## src/rtl/link_arbiter_pkg.sv

```systemverilog
// Shared types and defaults for the link arbiter.
// State encodings and default link geometry.
package link_arbiter_pkg;

  localparam int DEF_N_REQ     = 4;
  localparam int DEF_DATA_W    = 8;
  localparam int DEF_BURST_LEN = 4;

  typedef enum logic [1:0] {
    IDLE = 2'd0,
    SEND = 2'd1,
    DROP = 2'd2,
    FIN  = 2'd3
  } state_e;

endpackage

```

## src/rtl/link_arbiter_rr_picker.sv

```systemverilog
// rr_picker: combinational round-robin select.
// req_i/ptr_i in; one-hot win_o and valid_o out.
module rr_picker #(
  parameter int N_REQ = 4,
  parameter int PTR_W = 2
) (
  input  logic [N_REQ-1:0] req_i,
  input  logic [PTR_W-1:0] ptr_i,
  output logic [N_REQ-1:0] win_o,
  output logic             valid_o
);

  logic [PTR_W-1:0] idx;

  // Scan ptr, ptr+1, ... and keep the first hit.
  always_comb begin
    win_o   = '0;
    valid_o = 1'b0;
    idx     = '0;
    for (int off = 0; off < N_REQ; off++) begin
      idx = PTR_W'((int'(ptr_i) + off) % N_REQ);
      if (!valid_o && req_i[idx]) begin
        win_o[idx] = 1'b1;
        valid_o    = 1'b1;
      end
    end
  end

endmodule

```

## src/rtl/link_arbiter.sv

```systemverilog
// link_arbiter: round-robin burst grant + 4-phase byte link master.
// Ports: clk, rst(async low), req, burst_data, gnt, done, busy, link_*.
module link_arbiter
  import link_arbiter_pkg::*;
#(
  parameter int N_REQ     = DEF_N_REQ,
  parameter int DATA_W    = DEF_DATA_W,
  parameter int BURST_LEN = DEF_BURST_LEN
) (
  input  logic                            clk,
  input  logic                            rst,
  input  logic [N_REQ-1:0]                req,
  input  logic [N_REQ*BURST_LEN*DATA_W-1:0] burst_data,
  output logic [N_REQ-1:0]                gnt,
  output logic [N_REQ-1:0]                done,
  output logic                            busy,
  output logic                            link_req,
  output logic [DATA_W-1:0]               link_data,
  input  logic                            link_ack
);

  localparam int CNT_W =
    (BURST_LEN > 1) ? $clog2(BURST_LEN) : 1;
  localparam int PTR_W =
    (N_REQ > 1) ? $clog2(N_REQ) : 1;
  localparam logic [CNT_W-1:0] LAST_B =
    CNT_W'(BURST_LEN - 1);
  localparam logic [PTR_W-1:0] LAST_R =
    PTR_W'(N_REQ - 1);

  state_e              state_q, state_d;
  logic [CNT_W-1:0]    cnt_q, cnt_d;
  logic [PTR_W-1:0]    ptr_q, ptr_d;
  logic [PTR_W-1:0]    win_q, win_d;
  logic [N_REQ-1:0]    gnt_q, gnt_d;
  logic [N_REQ-1:0]    done_q, done_d;
  logic                busy_q, busy_d;
  logic                lreq_q, lreq_d;
  logic [DATA_W-1:0]   ldat_q, ldat_d;

  logic [N_REQ-1:0]    pick_oh;
  logic                pick_vld;
  logic [PTR_W-1:0]    pick_idx;
  logic [CNT_W-1:0]    cnt_nx;

  function automatic logic [DATA_W-1:0] byte_at(
    input logic [N_REQ*BURST_LEN*DATA_W-1:0] d,
    input logic [PTR_W-1:0]                  r,
    input logic [CNT_W-1:0]                  k
  );
    return d[(int'(r)*BURST_LEN + int'(k))*DATA_W +: DATA_W];
  endfunction

  rr_picker #(
    .N_REQ (N_REQ),
    .PTR_W (PTR_W)
  ) u_pick (
    .req_i   (req),
    .ptr_i   (ptr_q),
    .win_o   (pick_oh),
    .valid_o (pick_vld)
  );

  always_comb begin
    pick_idx = '0;
    for (int i = 0; i < N_REQ; i++) begin
      if (pick_oh[i]) pick_idx = PTR_W'(i);
    end
  end

  assign cnt_nx = cnt_q + CNT_W'(1);

  always_comb begin
    state_d = state_q;
    cnt_d   = cnt_q;
    ptr_d   = ptr_q;
    win_d   = win_q;
    gnt_d   = gnt_q;
    done_d  = '0;
    busy_d  = busy_q;
    lreq_d  = lreq_q;
    ldat_d  = ldat_q;
    unique case (state_q)
      IDLE: begin
        // A stale ack from before reset must fall first.
        if (pick_vld && !link_ack) begin
          gnt_d   = pick_oh;
          win_d   = pick_idx;
          busy_d  = 1'b1;
          cnt_d   = '0;
          ldat_d  = byte_at(burst_data, pick_idx, '0);
          lreq_d  = 1'b1;
          state_d = SEND;
        end
      end
      SEND: begin
        if (link_ack) begin
          lreq_d  = 1'b0;
          state_d = DROP;
        end
      end
      DROP: begin
        if (!link_ack) begin
          if (cnt_q == LAST_B) begin
            done_d  = gnt_q;
            state_d = FIN;
          end else begin
            cnt_d   = cnt_nx;
            ldat_d  = byte_at(burst_data, win_q, cnt_nx);
            lreq_d  = 1'b1;
            state_d = SEND;
          end
        end
      end
      FIN: begin
        gnt_d   = '0;
        busy_d  = 1'b0;
        ptr_d   = (win_q == LAST_R) ? '0
                                    : win_q + PTR_W'(1);
        state_d = IDLE;
      end
      default: state_d = IDLE;
    endcase
  end

  always_ff @(posedge clk or negedge rst) begin
    if (!rst) begin
      state_q <= IDLE;
      cnt_q   <= '0;
      ptr_q   <= '0;
      win_q   <= '0;
      gnt_q   <= '0;
      done_q  <= '0;
      busy_q  <= 1'b0;
      lreq_q  <= 1'b0;
      ldat_q  <= '0;
    end else begin
      state_q <= state_d;
      cnt_q   <= cnt_d;
      ptr_q   <= ptr_d;
      win_q   <= win_d;
      gnt_q   <= gnt_d;
      done_q  <= done_d;
      busy_q  <= busy_d;
      lreq_q  <= lreq_d;
      ldat_q  <= ldat_d;
    end
  end

  assign gnt       = gnt_q;
  assign done      = done_q;
  assign busy      = busy_q;
  assign link_req  = lreq_q;
  assign link_data = ldat_q;

endmodule

```

## config.mk

```make
export PLATFORM = sky130hd
export DESIGN_NAME = link_arbiter
export DESIGN_NICKNAME = d
export VERILOG_FILES = /design/src/rtl/link_arbiter_pkg.sv /design/src/rtl/link_arbiter_rr_picker.sv /design/src/rtl/link_arbiter.sv
export SDC_FILE = /design/constraint.sdc
export NUM_CORES = 1
export LEC_CHECK = 0
export ABC_AREA = 0
export BUFFER_PORTS_ARGS = -buffer_cell sky130_fd_sc_hd__buf_2
export CAP_MARGIN = 40
export CELL_PAD_IN_SITES_DETAIL_PLACEMENT = 0
export CELL_PAD_IN_SITES_GLOBAL_PLACEMENT = 1
export CORE_ASPECT_RATIO = 2
export CORE_MARGIN = 3
export CORE_UTILIZATION = 32
export DETAILED_ROUTE_END_ITERATION = 8
export PLACE_DENSITY = 0.79
export SLEW_MARGIN = 30
export SYNTH_ARGS = -nofsm -noshare
export SYNTH_HDL_FRONTEND = slang
export SYNTH_SLANG_ARGS = --single-unit
export TNS_END_PERCENT = 100
```

## constraint.sdc

```tcl
create_clock -name clk -period 3.5 [get_ports clk]
set_clock_uncertainty 0.1 [all_clocks]
set_input_delay 0.35 -clock clk [delete_from_list [all_inputs] [get_ports clk]]
set_output_delay 0.35 -clock clk [all_outputs]
set_load 0.01 [all_outputs]
```

# Word-level counts from Yosys, hierarchy flattened
# Cells that the tools add are included.
# word_totals
register_bits	26
output_inout_bits	18
wordCells	110
# op_classes
addsub	6
order_cmp	8
n_eq_ne	9
shift	2
n_mux	52
bitwise_logic	3
reduce_logical	21
# op_table
cell	count
128-bit by 8-bit indexed part select with 8-bit output	1
128-bit by 9-bit indexed part select with 8-bit output	1
4-bit 2-to-1 mux	8
8-bit 2-to-1 mux	3
2-bit 2-to-1 mux	10
1-bit 2-to-1 mux	17
8-bit one-hot mux with 2 select lines	1
2-bit by 3-bit < comparator with 1-bit output (second input constant)	4
4-bit OR	3
1-bit binary-select mux with 2-bit select	4
1-bit demux with 2-bit select	4
2-bit == test (second input constant)	4
2-bit by 1-bit greater-or-equal comparator with 1-bit output (second input constant)	4
1-bit logical AND	8
2-bit inequality test (second input constant)	4
2-bit one-hot mux with 4 select lines	1
4-bit one-hot mux with 2 select lines	1
2-bit by 1-bit adder with 2-bit output (second input constant)	3
4-bit by 2-bit adder with 5-bit output	1
5-bit AND reduction	1
2-bit adder (second input constant)	2
1-bit logical NOT	4
2-bit one-hot mux with 2 select lines	1
2-bit AND reduction	2
8 further kinds	9

# Logic depth before layout (Yosys ltp)
# Gate-level depths: netlist (run 1).
# logic_depth
word_depth	18
ltp_mapped	13
depth_no_buf	10

# Cells and area by module
# A second synthesis (run 1) with hierarchy kept.
# hier_totals
hier_cells	398
hier_area_um2	3106.7
# modules_own_cells
mod	n_inst	cells_per_inst	area_per_inst_um2	seq_area_each_um2
link_arbiter	1	336	2612.5	650.6
rr_picker	1	62	494.2	0.0

# Least setup slack after synthesis (run 1)
# OpenSTA, ideal clock, no wires.
# synth_timing
path_type	reg-to-reg
from	register ptr_q[0]
to	register ldat_q[1] (netlist: link_data[1])
arrival_time_ps	2960
required_ps	3268
setup_slack_ps	308
path_stages_with_launch	13
cell_sequence	dfrtp_1 buf_6 inv_1 ha_1 mux4_2 nand3b_4 a22o_1 a211oi_4 o31ai_4 buf_6 mux2_4 a2111oi_2 nand3b_1
# synth_between
elab_chain_cells	18
# synth_rtl
item	line	rtl
from (decl)	link_arbiter.sv:33	logic [PTR_W-1:0] ptr_q, ptr_d;
from (signal assigned)	link_arbiter.sv:140	ptr_q <= ptr_d;
branches (longest 18 deep; another with 2-bit by 3-bit < comparator with 1-bit output)	--	
to (signal assigned)	link_arbiter.sv:146	ldat_q <= ldat_d;
to (decl)	link_arbiter.sv:39	logic [DATA_W-1:0] ldat_q, ldat_d;
# Several ways; the timed one is not identified. The select of a mux whose other input is x is not followed.
# A chain may end at the register's enable or synchronous reset.

# Worst setup path in the final report (run 1)
# Ends and elaborated chain as after synthesis.

==> results of run 1 <==
## layout make-up
cell class	instances	area [sq um]
Timing Repair Buffer	166	887
Clock inverter	1	30.0
Sequential cell	26	651
Inverter	10	37.5
Multi-Input combinational cell	254	2010
Fill cell	842	4540
Tap cell	98	123
Clock buffer	3	75.1
## kinds of logic after synthesis
kind of cell / share of synthesized area, %
compound gates: 16.0
buf+inv: 4.70
mux: 30.9
simple gates: 21.3
flops: 23.5
fa+ha+maj: 3.62
## stage by stage
stage	hold WS, ps	cell area (sq um)
finish	-4.55	3810
detailed placement	306	3690
global route	33.2	3810
global placement	308	3690
floorplan	-45.6	2770
CTS	20.0	3790
## metal layers
metal / wire length [um] / global-route usage (%)
met1: 3270 / 18.6
met3: 607 / 2.34
met4: 455 / 9.00
met2: 5520 / 36.7
met5: 0 / 0
## worst paths after layout
path                                             to            startpoint  cells after the start
setup / recovery           link_data[1]$_DFFE_PN0P_  ptr_q[0]$_DFFE_PN0P_                     11
hold / removal                    done[1]$_DFF_PN0_                   rst                      1
setup reg to reg           link_data[1]$_DFFE_PN0P_  ptr_q[0]$_DFFE_PN0P_                     11
hold reg to reg                cnt_q[1]$_DFFE_PN0P_  cnt_q[1]$_DFFE_PN0P_                      2
max in group asynchronous      ptr_q[0]$_DFFE_PN0P_                   rst                      1
min in group clk           link_data[2]$_DFFE_PN0P_        burst_data[82]                      3
## registers in the layout, summed over array words and instances (netlist names)
name,flops
cnt_q,2
done,4
link_data,8
gnt,4
win_q,2
busy,1
link_req,1
state_q,2
ptr_q,2
## power by group through the flow
| stage | Combinational [W] | Sequential (W) | Clock [W] |
|---|---|---|---|
| 6_report | 0.00212 | 0.000540 | 0.000342 |
| 3_5_place_dp | 0.00208 | 0.000541 | 0 |
| 2_1_floorplan | 0.00156 | 0.000526 | 0 |
| 3_3_place_gp | 0.00203 | 0.000541 | 0 |
| 4_1_cts | 0.00208 | 0.000537 | 0.000346 |
| 5_1_grt | 0.00230 | 0.000558 | 0.000359 |
## cell usage in the layout, fill, tap and decap left out, drive strengths merged, types with 10 or more instances in the layout
| master | count |
|---|---|
| a21oi | 13 |
| buf | 165 |
| dfrtp | 26 |
| inv | 10 |
| mux2 | 17 |
| mux2i | 42 |
| mux4 | 10 |
| nand2 | 59 |
| nand3b | 10 |
| nor2 | 15 |
| o21ai | 11 |
==> impl_metrics.json, run 1 <==
{
  "critical_path.n_buffers_inverters": 2,
  "switching_share_pct": 43.5,
  "grt_overflow": 0,
  "ys_top_cells_by_count": "59 x sky130_fd_sc_hd__nand2_1, 42 x sky130_fd_sc_hd__mux2i_1, 26 x sky130_fd_sc_hd__dfrtp_1",
  "power_density_nw_per_um2": 788,
  "floorplan.initialDensity_pct": 33.1,
  "finalHoldViolCount": 3,
  "p_total_w": 0.00300,
  "dieHeight_um": 138,
  "crit_required_ps": 3540,
  "globalRouteTotalUtil_pct": 18.7,
  "crit_slowest_cell": "sky130_fd_sc_hd__or3b_1",
  "cts-htree-levels": 1,
  "pre_cts_ws_ps": 179,
  "cpPeakStageDelay_ps": 370,
  "synthDominantAreaCellType": "sky130_fd_sc_hd__dfrtp_1",
  "synth-seq-cells": 26,
  "dpl.cell_count": 553,
  "critPathTopFamily": "compound AO/OA/AOI/OAI gates",
  "p_clk_share_pct": 11.4,
  "drt_pass1_iterations": 4,
  "first_iter_violations": 134,
  "status": "finished with violations",
  "setup-violations-final": 0,
  "netlist-cell-type-count": 49,
  "final.setup.tns_ps": 0,
  "first_pass_grt_wire_length_um": 14300,
  "p_switching_w": 0.00131,
  "clock_tree.buffer_depth": 2,
  "max-cap-violations": 0,
  "timing.critical_path.fanout_max": 23,
  "synth_edf_count": 0,
  "die_area_sq_um": 9870,
  "grt_pass1_vias": 2867,
  "syn-cell-area_sq_um": 2770,
  "timing.final.crit_period_ps": 3300,
  "cts_hold_buffers": 0,
  "synth_top_area_share_pct": 23.5,
  "top_ff_cell_synth": "sky130_fd_sc_hd__dfrtp_1",
  "utilization_after_layout_pct": 45.6,
  "nNetsFinal": 604,
  "num_rows": 47,
  "post_drt_via_cell_ratio": 5.28,
  "die_width_um": 71.8,
  "ys_top_cells_by_area": "sky130_fd_sc_hd__dfrtp_1 24%, sky130_fd_sc_hd__mux2i_1 15%, sky130_fd_sc_hd__mux4_2 8.1%",
  "final_layout_size_suffix_gt1_share_pct": 44.3,
  "final_cell_count_without_fillers": 558,
  "grt_setup_unrepaired": "no",
  "placement.io_buffers": 152,
  "finalWeightedCongestion": 0.841,
  "timing.hold.worst.class": "in -> async",
  "design.portCount": 153,
  "slew_hr_pct": 54.1,
  "instance_count_of_the_mapped_netlist": 307,
  "reg2reg_setup_slack_ps": 200,
  "setup.worst_path.start_class": "flop",
  "fmax_mhz": 303,
  "final.setup.worst_slack_ps": 199,
  "ctsResizeCount": 0,
  "insertedDiodeCount": 0,
  "power.leakage_nw": 1.85,
  "worst_ep_arrival_time_ps": 3340,
  "wl_per_cell_um": 17.7,
  "power.internal_w": 0.00170,
  "syn_area_per_cell_sq_um": 9.02,
  "final_max_slew_viol_count": 0,
  "synth_fp_nets": 450,
  "cts_bufs_inserted": 3,
  "critical_path_class": "reg -> reg",
  "yosysWarnings": 0,
  "route.vias.total": 2949,
  "area_delta_synth_final_pct": 37.7,
  "post-synth-top-count-cell": "sky130_fd_sc_hd__nand2_1",
  "seq_area_frac_synth_pct": 23.5,
  "cp-end-kind": "flop",
  "min_period_over_period_pct": 94.3,
  "async_reset_ff_share_pct": 100,
  "path_cells": "inv_1 -> ha_1 -> or3b_1 -> a2bb2oi_1 -> a21boi_1 -> a211oi_4 -> o31ai_4 -> clkbuf_16 -> mux2_4 -> a2111oi_2 -> nand3b_1",
  "worst_ir_drop_vdd_v": 0.000417,
  "ant_nets": 0,
  "ctsRootBufferMaster": "sky130_fd_sc_hd__clkbuf_16",
  "post-cts-setup-buffers": 0,
  "share_comb_of_total_power_pct": 70.6,
  "hold_slack_ps": -4.55,
  "drc": 0,
  "failed_checks": "negative hold slack",
  "antenna_found_initial": 0,
  "placeable_core_region_sq_um": 8350,
  "routed_wl_um": 9850,
  "power.sequential.fraction_pct": 18.0,
  "tritoncts_num_sinks": 26,
  "clkLatencyLatePin_ps": 260,
  "hpwl_after_dpl_um": 8150,
  "grt_max_degree": 46,
  "tritoncts": "yes",
  "clk_pin_slew_ps": 70,
  "worst_pin_slew_ps": 687
}
Power figures use the tool's default switching activity.
==> inputs of run 2 (changes only) <==
--- a/config.mk
+++ b/config.mk
@@ -14,9 +14,10 @@
 export CORE_MARGIN = 3
 export CORE_UTILIZATION = 32
 export DETAILED_ROUTE_END_ITERATION = 8
-export PLACE_DENSITY = 0.79
-export SLEW_MARGIN = 30
+export PLACE_DENSITY = 0.78
+export SLEW_MARGIN = 20
 export SYNTH_ARGS = -nofsm -noshare
 export SYNTH_HDL_FRONTEND = slang
+export SYNTH_HIERARCHICAL = 1
 export SYNTH_SLANG_ARGS = --single-unit
 export TNS_END_PERCENT = 100
==> run 2 against run 1 <==
Net effect:
- the flow now finishes without violations
- critical path depth unchanged
- design area grew 4.6%
- worst hold slack better by 15 ps
- core utilization fell by 3.1 points
- count of clock-buffer cells in the layout rose by 1
- critical endpoint unchanged
- synthesized cell count increased by 30%
- total power decreased by 21%
- die area is 11% higher
- non-clock buffer count fell by 2
==> impl_metrics.json, run 2 <==
{
  "placement.io_buffers": 152,
  "synth-seq-cells": 26,
  "worst_ir_drop_vdd_v": 0.000370,
  "finalHoldViolCount": 0,
  "top_ff_cell_synth": "sky130_fd_sc_hd__dfrtp_1",
  "wl_per_cell_um": 19.5,
  "synth_fp_nets": 541,
  "seq_area_frac_synth_pct": 20.9,
  "nNetsFinal": 672,
  "async_reset_ff_share_pct": 100,
  "first_pass_grt_wire_length_um": 18300,
  "synth_edf_count": 0,
  "hpwl_after_dpl_um": 9680,
  "timing.hold.worst.class": "in -> async",
  "p_total_w": 0.00237,
  "min_period_over_period_pct": 92.1,
  "pre_cts_ws_ps": 263,
  "syn_area_per_cell_sq_um": 7.81,
  "cts_bufs_inserted": 3,
  "final_max_slew_viol_count": 0,
  "tritoncts_num_sinks": 26,
  "fmax_mhz": 310,
  "placement.cell_area_sq_um": 3900,
  "ctsResizeCount": 0,
  "syn-cell-area_sq_um": 3110,
  "num_rows": 50,
  "reg2reg_depth": 11,
  "final_cell_mix": "152 x sky130_fd_sc_hd__buf_2, 72 x sky130_fd_sc_hd__nand2_1, 38 x sky130_fd_sc_hd__mux2i_1",
  "drc": 0,
  "timing.critical_path.fanout_max": 10,
  "routed_wl_um": 12300,
  "finalInstanceArea_sq_um": 3990,
  "yosysWarnings": 6,
  "timing.final.crit_period_ps": 3230,
  "max-cap-violations": 0,
  "hold_slack_ps": 10.9,
  "ys_top_cells_by_area": "sky130_fd_sc_hd__dfrtp_1 21%, sky130_fd_sc_hd__mux2i_1 12%, sky130_fd_sc_hd__nand2_1 8.7%",
  "critical_path_class": "reg -> reg",
  "grt_pass1_vias": 3789,
  "worst_pin_slew_ps": 672,
  "finalWeightedCongestion": 0.908,
  "crit_required_ps": 3530,
  "grt_max_degree": 99,
  "first_iter_violations": 314,
  "slew_hr_pct": 55.0,
  "status": "finished clean",
  "netlist-cell-type-count": 50,
  "die_area_sq_um": 11000,
  "final.setup.worst_slack_ps": 275,
  "ctsRootBufferMaster": "sky130_fd_sc_hd__clkbuf_16",
  "drt_pass1_iterations": 6,
  "insertedDiodeCount": 0,
  "route.vias.total": 3664,
  "clock_tree.buffer_depth": 2,
  "synthDominantAreaCellType": "sky130_fd_sc_hd__dfrtp_1",
  "ys_top_cells_by_count": "72 x sky130_fd_sc_hd__nand2_1, 38 x sky130_fd_sc_hd__mux2i_1, 29 x sky130_fd_sc_hd__nor2_1",
  "mostFrequentLayoutCell": "sky130_fd_sc_hd__buf_2",
  "cp-end-kind": "flop",
  "setup.worst_path.start_class": "flop",
  "post-synth-top-count-cell": "sky130_fd_sc_hd__nand2_1",
  "design.portCount": 153,
  "final_layout_size_suffix_gt1_share_pct": 35.2,
  "worst_ep_arrival_time_ps": 3260,
  "power.leakage_nw": 1.74,
  "ant_nets": 0,
  "clkLatencyLatePin_ps": 270,
  "cts-htree-levels": 1,
  "grt_overflow": 0,
  "area_delta_synth_final_pct": 28.4,
  "synth_top_area_share_pct": 20.9,
  "globalRouteTotalUtil_pct": 21.3,
  "dieHeight_um": 145,
  "final.setup.tns_ps": 0,
  "instance_count_of_the_mapped_netlist": 398,
  "post_drt_via_cell_ratio": 5.80,
  "clk_pin_slew_ps": 70,
  "die_width_um": 75.7,
  "power_density_nw_per_um2": 595,
  "antenna_found_initial": 0,
  "cts_hold_buffers": 0,
  "grt_setup_unrepaired": "no",
  "placeable_core_region_sq_um": 9380,
  "post-cts-setup-buffers": 0,
  "setup-violations-final": 0,
  "floorplan.initialDensity_pct": 33.1,
  "tritoncts": "yes",
  "largest_register_ff_count": 8
}
run 2: changes by cell type after synthesis, moves of 13 or more:
cell	previous run	this run
sky130_fd_sc_hd__a2111oi_0	2	24
sky130_fd_sc_hd__nand3b_1	9	26
sky130_fd_sc_hd__a21oi_1	12	27
sky130_fd_sc_hd__nor2_1	15	29
sky130_fd_sc_hd__o21ai_0	11	25
sky130_fd_sc_hd__nand2_1	59	72
run 2: logic make-up (layout without fill, tap and decap cells):
| family | count (synthesis) | count (layout) | synth area share [%] |
|---|---|---|---|
| adder cells (fa/ha/maj) | 8 | 8 | 3.22 |
| AND/OR/NAND/NOR | 154 | 154 | 24.7 |
| AO/OA/AOI/OAI | 123 | 123 | 29.0 |
| flip-flops | 26 | 26 | 20.9 |
| buffers and inverters | 43 | 173 | 7.21 |
| multiplexers | 44 | 44 | 14.9 |
run 2: power breakdown:
| group | internal, W | switching, W | total (W) |
|---|---|---|---|
| clock network | 0.000156 | 0.000113 | 0.000270 |
| logic | 0.000684 | 0.000932 | 0.00162 |
| registers | 0.000398 | 0.0000893 | 0.000487 |
run 2: worst max-delay path: stages, from the launching register on:
cell and delay, ps:
sky130_fd_sc_hd__dfrtp_1 350, sky130_fd_sc_hd__inv_1 70, sky130_fd_sc_hd__ha_1 410, sky130_fd_sc_hd__mux2i_1 370, sky130_fd_sc_hd__mux2_2 280, sky130_fd_sc_hd__a211oi_1 80
sky130_fd_sc_hd__o2bb2ai_1 180, sky130_fd_sc_hd__nor2b_1 280, sky130_fd_sc_hd__o31ai_4 80, sky130_fd_sc_hd__buf_4 190, sky130_fd_sc_hd__a2111oi_0 550, sky130_fd_sc_hd__o32ai_1 150
run 2: layout make-up:
type / instances / area [sq um]
timing repair buffer: 164 / 863
sequential: 26 / 654
fill: 999 / 5400
tap: 104 / 130
multi-input combinational: 329 / 2240
inverter: 5 / 18.8
clock buffer: 4 / 78.8
run 2: final timing paths:
path,slack (ps),start,to
max,270,ptr_q[1]$_DFFE_PN0P_,link_data[1]$_DFFE_PN0P_
min,10,rst,link_data[4]$_DFFE_PN0P_
max reg2reg,270,ptr_q[1]$_DFFE_PN0P_,link_data[1]$_DFFE_PN0P_
min reg2reg,380,busy$_DFFE_PN0P_,busy$_DFFE_PN0P_
max in group asynchronous,2800,rst,cnt_q[0]$_DFFE_PN0P_
min in group clk,230,link_ack,state_q[0]$_DFFE_PN0P_
run 2: per-layer routing:
| layer | GRT usage [%] | share of wire, % |
|---|---|---|
| met1 | 20.8 | 34 |
| met2 | 41.5 | 56 |
| met3 | 2.14 | 6.4 |
| met4 | 9.72 | 3.7 |
| met5 | 0 | 0 |
run 2: metrics by stage:
stage,std cells,utilization (%)
after floorplan,398,-
after global placement,628,41.6
after detailed placement,628,41.6
after CTS,632,42.4
after global routing,632,42.5
final,632,42.5
